`src/rtl/branch_resolver.sv`:
```
// Branch resolver: turns comparator flags plus funct3 into a registered
// taken/not-taken decision for RV32I branches and JAL/JALR, and issues a
// redirect PC with a bounded front-end flush under static predict-not-taken.
module branch_resolver #(
   parameter int nb_bits      = 32,
   parameter int flush_cycles = 2    // legal range 1..15
) (
   input  logic               clk_i,
   input  logic               rst_n_i,
   input  logic               valid_i,
   output logic               ready_o,
   input  logic               kill_i,
   input  logic               is_branch_i,
   input  logic               is_jump_i,
   input  logic [2:0]         funct3_i,
   input  logic               s_greater_i,
   input  logic               s_equal_i,
   input  logic               s_lesser_i,
   input  logic               u_greater_i,
   input  logic               u_equal_i,
   input  logic               u_lesser_i,
   input  logic [nb_bits-1:0] target_i,
   output logic               valid_o,
   output logic               taken_o,
   output logic               redirect_o,
   output logic [nb_bits-1:0] redirect_pc_o,
   output logic               flush_o,
   output logic               misalign_o
);

   typedef enum logic {
      S_IDLE  = 1'b0,
      S_FLUSH = 1'b1
   } state_t;

   // The counter loads flush_cycles-1 so that leaving FLUSH on count==0
   // gives exactly flush_cycles flush cycles.
   localparam logic [3:0] c_cnt_load = 4'(flush_cycles - 1);

   state_t             r_state;
   state_t             w_state_nxt;
   logic [3:0]         r_cnt;
   logic [3:0]         w_cnt_nxt;
   logic               r_valid;
   logic               r_taken;
   logic               r_redirect;
   logic               r_misalign;
   logic [nb_bits-1:0] r_pc;

   logic               w_accept;
   logic               w_cond;
   logic               w_taken;
   logic               w_aligned;
   logic               w_redirect;

   assign ready_o    = (r_state == S_IDLE);
   assign w_accept   = valid_i & ready_o & ~kill_i;
   assign w_taken    = is_jump_i | (is_branch_i & w_cond);
   assign w_aligned  = ~target_i[1];
   assign w_redirect = w_accept & w_taken & w_aligned;

   // Branch condition decode from funct3; reserved codes 010/011 never take.
   always_comb begin
      // NOTE: default first so every path assigns w_cond and no latch is inferred.
      w_cond = 1'b0;
      case (funct3_i)
         3'b000:  w_cond = s_equal_i;
         3'b001:  w_cond = ~s_equal_i;
         3'b100:  w_cond = s_lesser_i;
         3'b101:  w_cond = s_greater_i | s_equal_i;
         3'b110:  w_cond = u_lesser_i;
         3'b111:  w_cond = u_greater_i | u_equal_i;
         default: w_cond = 1'b0;
      endcase
   end

   // FSM next-state and flush counter; kill aborts any flush in progress.
   always_comb begin
      w_state_nxt = r_state;
      w_cnt_nxt   = r_cnt;
      if (kill_i) begin
         w_state_nxt = S_IDLE;
         w_cnt_nxt   = 4'd0;
      end else begin
         case (r_state)
            S_IDLE: begin
               if (w_redirect) begin
                  w_state_nxt = S_FLUSH;
                  w_cnt_nxt   = c_cnt_load;
               end
            end
            S_FLUSH: begin
               if (r_cnt == 4'd0) begin
                  w_state_nxt = S_IDLE;
               end else begin
                  w_cnt_nxt = r_cnt - 4'd1;
               end
            end
            default: begin
               w_state_nxt = S_IDLE;
               w_cnt_nxt   = 4'd0;
            end
         endcase
      end
   end

   // FSM state register and flush counter.
   always_ff @(posedge clk_i or negedge rst_n_i) begin
      if (!rst_n_i) begin
         r_state <= S_IDLE;
         r_cnt   <= 4'd0;
      end else begin
         // NOTE: non-blocking assignments keep every flop sampling pre-edge values.
         r_state <= w_state_nxt;
         r_cnt   <= w_cnt_nxt;
      end
   end

   // Registered result: one-cycle pulses plus held direction and redirect PC.
   always_ff @(posedge clk_i or negedge rst_n_i) begin
      if (!rst_n_i) begin
         r_valid    <= 1'b0;
         r_taken    <= 1'b0;
         r_redirect <= 1'b0;
         r_misalign <= 1'b0;
         r_pc       <= '0;
      end else begin
         r_valid    <= w_accept;
         r_redirect <= w_redirect;
         r_misalign <= w_accept & w_taken & ~w_aligned;
         if (w_accept) begin
            r_taken <= w_taken;
         end
         if (w_redirect) begin
            r_pc <= {target_i[nb_bits-1:1], 1'b0};
         end
      end
   end

   assign valid_o       = r_valid;
   assign taken_o       = r_taken;
   assign redirect_o    = r_redirect;
   assign misalign_o    = r_misalign;
   assign redirect_pc_o = r_pc;
   assign flush_o       = (r_state == S_FLUSH);

endmodule

```
`config.mk`:
```
export PLATFORM = sky130hd
export DESIGN_NAME = branch_resolver
export DESIGN_NICKNAME = d
export VERILOG_FILES = /design/src/rtl/branch_resolver.sv
export SDC_FILE = /design/constraint.sdc
export NUM_CORES = 1
export LEC_CHECK = 0
export ABC_AREA = 1
export CORE_AREA = 2 2 67 69
export DETAILED_ROUTE_END_ITERATION = 16
export DIE_AREA = 0 0 69 71
export GPL_ROUTABILITY_DRIVEN = 1
export PLACE_DENSITY_LB_ADDON = 0.2
export SLEW_MARGIN = 30
export SYNTH_ARGS = -nofsm -noshare
export SYNTH_HDL_FRONTEND = slang
export SYNTH_SLANG_ARGS = --single-unit
```
`constraint.sdc`:
```
create_clock -name clk_i -period 2.85 [get_ports clk_i]
set_input_delay 0.7125 -clock clk_i [delete_from_list [all_inputs] [get_ports clk_i]]
set_output_delay 0.7125 -clock clk_i [all_outputs]
set_load 0.02 [all_outputs]
```
==> impl_metrics.json <==
{
  "r2r-start": "flush_o",
  "finalPower_w": 0.00168,
  "timing.critical_path.mode_cell": "nand2_1",
  "h-tree-depth": 2,
  "ant_nets": 0,
  "cts_setup_buffers": 0,
  "drv_cap": 0,
  "drt_iter0_markers": 101,
  "syn_area_per_cell_um2": 8.43,
  "dp_hpwl_mm": 2.86,
  "drc": 0,
  "layout_common_cells": "114 x nand2_1, 81 x clkdlybuf4s50_1, 40 x dfrtp_1",
  "grtUsageTotal": 0.171,
  "finClkSkew_ns": 0.00580,
  "synth.net_count": 254,
  "dieArea_um2": 4900,
  "wire_per_inst_um": 11.2,
  "wirelength_mm": 3.84,
  "outcome": "finished clean",
  "critPathKind": "in -> reg",
  "grt_overflow": 0,
  "grt_pass1_vias": 1477,
  "place.gp.congestion": 0.747,
  "r2r_cells": 8,
  "startpoint": "funct3_i[0]",
  "rsz0062_at_grt": "false",
  "cellLeakagePower_nw": 1.34,
  "synth_edf_count": 0,
  "synth.yosys.seq_area_share": 0.579,
  "syn2layout_area_growth_pct": 53.7,
  "top_usage_layer": "met2",
  "worstSetupStartpointType": "primary input",
  "grt_use_met3": 0.0641,
  "endpoint_kind": "register",
  "power_density_nw_per_um2": 632,
  "tritoncts": "yes",
  "drive_above_1_share": 0.0548,
  "core_um2": 4200,
  "grt_first_pass_wirelength_mm": 6.61,
  "final_common_cell": "nand2_1",
  "slowest_delay_ns": 0.56,
  "cts_sinks": 40,
  "crit_slowest_cell": "clkdlybuf4s50_1",
  "port_buffers": 82,
  "rows": 24,
  "clk_latency_ns": 0.29,
  "viasPerCell": 4.50,
  "numCtsBuffers": 5,
  "maxSlewViolCount": 0,
  "synth_warnings": 0,
  "crit_required_ns": 3.07,
  "synth-seq-cells": 40,
  "period_minus_slack_ns": 2.25,
  "crit_fanout": 16,
  "num_io_pins": 85,
  "grt_use_met1": 0.202,
  "crit_arrival_ns": 2.47,
  "ctsHoldBuffers": 0,
  "hold_viol_final": 0,
  "crit_path_end": "redirect_pc_o[22]",
  "timing.fmax_ghz": 0.445,
  "vdd_ir_drop_max_mv": 0.313,
  "async_flop_share": 1.00,
  "initial_core_util": 0.411,
  "r2r_end": "redirect_pc_o[22]",
  "die_y_um": 71,
  "min_period_over_period": 0.789,
  "layout.nets": 340,
  "crit_chain": "clkdlybuf4s50_1, nor2_1, nor2_1, nand2_1, nand2_1, nand2_1, nand2_1, nand2_1, nand2_1, nand3_2, inv_2, buf_4, nand2_1, nand2_1",
  "clockBufferDepth": 2,
  "r2r_slack_ns": 1.23,
  "grt_max_degree": 41,
  "grt_use_met2": 0.284,
  "setup_viol": 0,
  "syn_area_um2": 1730,
  "synth_cell_type_count": 19,
  "grt_antenna_before_repair": 0,
  "clkTransAtPathRegs_ns": 0.07,
  "drtPass1Iterations": 4,
  "hp-class": "in -> async",
  "vias": 1547,
  "tns_ns": 0,
  "cts-resized-gates": 0,
  "diodes": 0,
  "die_w_um": 69,
  "netlist_instances": 205,
  "synthFlopType": "dfrtp_1",
  "root_buffer": "clkbuf_8"
}
-- how the worst min path moves through the flow --
stage,start,endpoint,slack [ns],cells after the start
2_1_floorplan,rst_n_i,flush_o,0.42,0
3_3_place_gp,redirect_pc_o[1],redirect_pc_o[1],0.46,2
3_5_place_dp,redirect_pc_o[1],redirect_pc_o[1],0.46,2
4_1_cts,redirect_pc_o[7],redirect_pc_o[7],0.48,2
5_1_grt,rst_n_i,redirect_pc_o[21],0.42,1
6_report,rst_n_i,redirect_pc_o[11],0.39,1
-- stage by stage --
step	instance area, µm²	instances	util	hold WS, ns	setup slack (ns)
floorplan	1730	205	-	0.417	1.14
finish	2660	344	0.632	0.390	0.601
detailed placement	2560	336	0.609	0.459	0.266
global placement	2560	336	0.609	0.456	0.303
CTS	2660	344	0.632	0.484	0.563
global route	2660	344	0.632	0.425	0.383
-- metal layers --
layer | routed length [µm] | vias up
met2 | 1820 | 56
met3 | 308 | 6
met1 | 1640 | 699
met4 | 71 | 0
li1 | - | 786
met5 | 0 | -
-- worst max-delay path: cells and delay by family --
| kind | cells | cell delay, ns |
|---|---|---|
| and+or+nand+nor | 11 | 0.85 |
| buffers and inverters | 3 | 0.89 |
-- cell families after synthesis --
| logic type | count (synthesis) | synth area share |
|---|---|---|
| simple gates | 134 | 0.304 |
| flops | 40 | 0.579 |
| buf+inv | 22 | 0.0803 |
| compound gates | 5 | 0.0152 |
| fa+ha+maj | 2 | 0.0145 |
| xor+xnor | 1 | 0.00507 |
| other cells | 1 | 0.00217 |
-- state kept, by name, indices dropped and copies added (netlist names) --
register and flops:
misalign_o 1, flush_o 1, taken_o 1, redirect_o 1, valid_o 1, r_cnt 4, redirect_pc_o 31
-- where the power goes --
part           internal, W  total [W]  switching, W
clock             0.000197   0.000385      0.000188
combinational     0.000288   0.000566      0.000278
sequential        0.000674   0.000728     0.0000543
total              0.00116    0.00168      0.000521
-- area by class of cell --
| class | count | area, µm² |
|---|---|---|
| clock buffers | 7 | 86.3 |
| clock inverters | 1 | 7.51 |
| fillers | 403 | 1550 |
| inverters | 14 | 52.6 |
| multi-input cells | 143 | 589 |
| flip-flops and latches | 40 | 1000 |
| well taps | 52 | 65.1 |
| repair buffers | 87 | 856 |
-- cell usage after synthesis, types with 2 or more instances --
master | count | share of area
nor2_1 | 9 | 0.020
a21oi_1 | 2 | 0.0058
inv_1 | 13 | 0.028
dfrtp_1 | 40 | 0.58
ha_1 | 2 | 0.014
buf_8 | 3 | 0.026
buf_4 | 4 | 0.017
nand3_1 | 6 | 0.017
o21ai_0 | 2 | 0.0058
nand2_1 | 114 | 0.25
nor4_1 | 2 | 0.0072
Note: power is estimated with default switching activity, not from simulation.
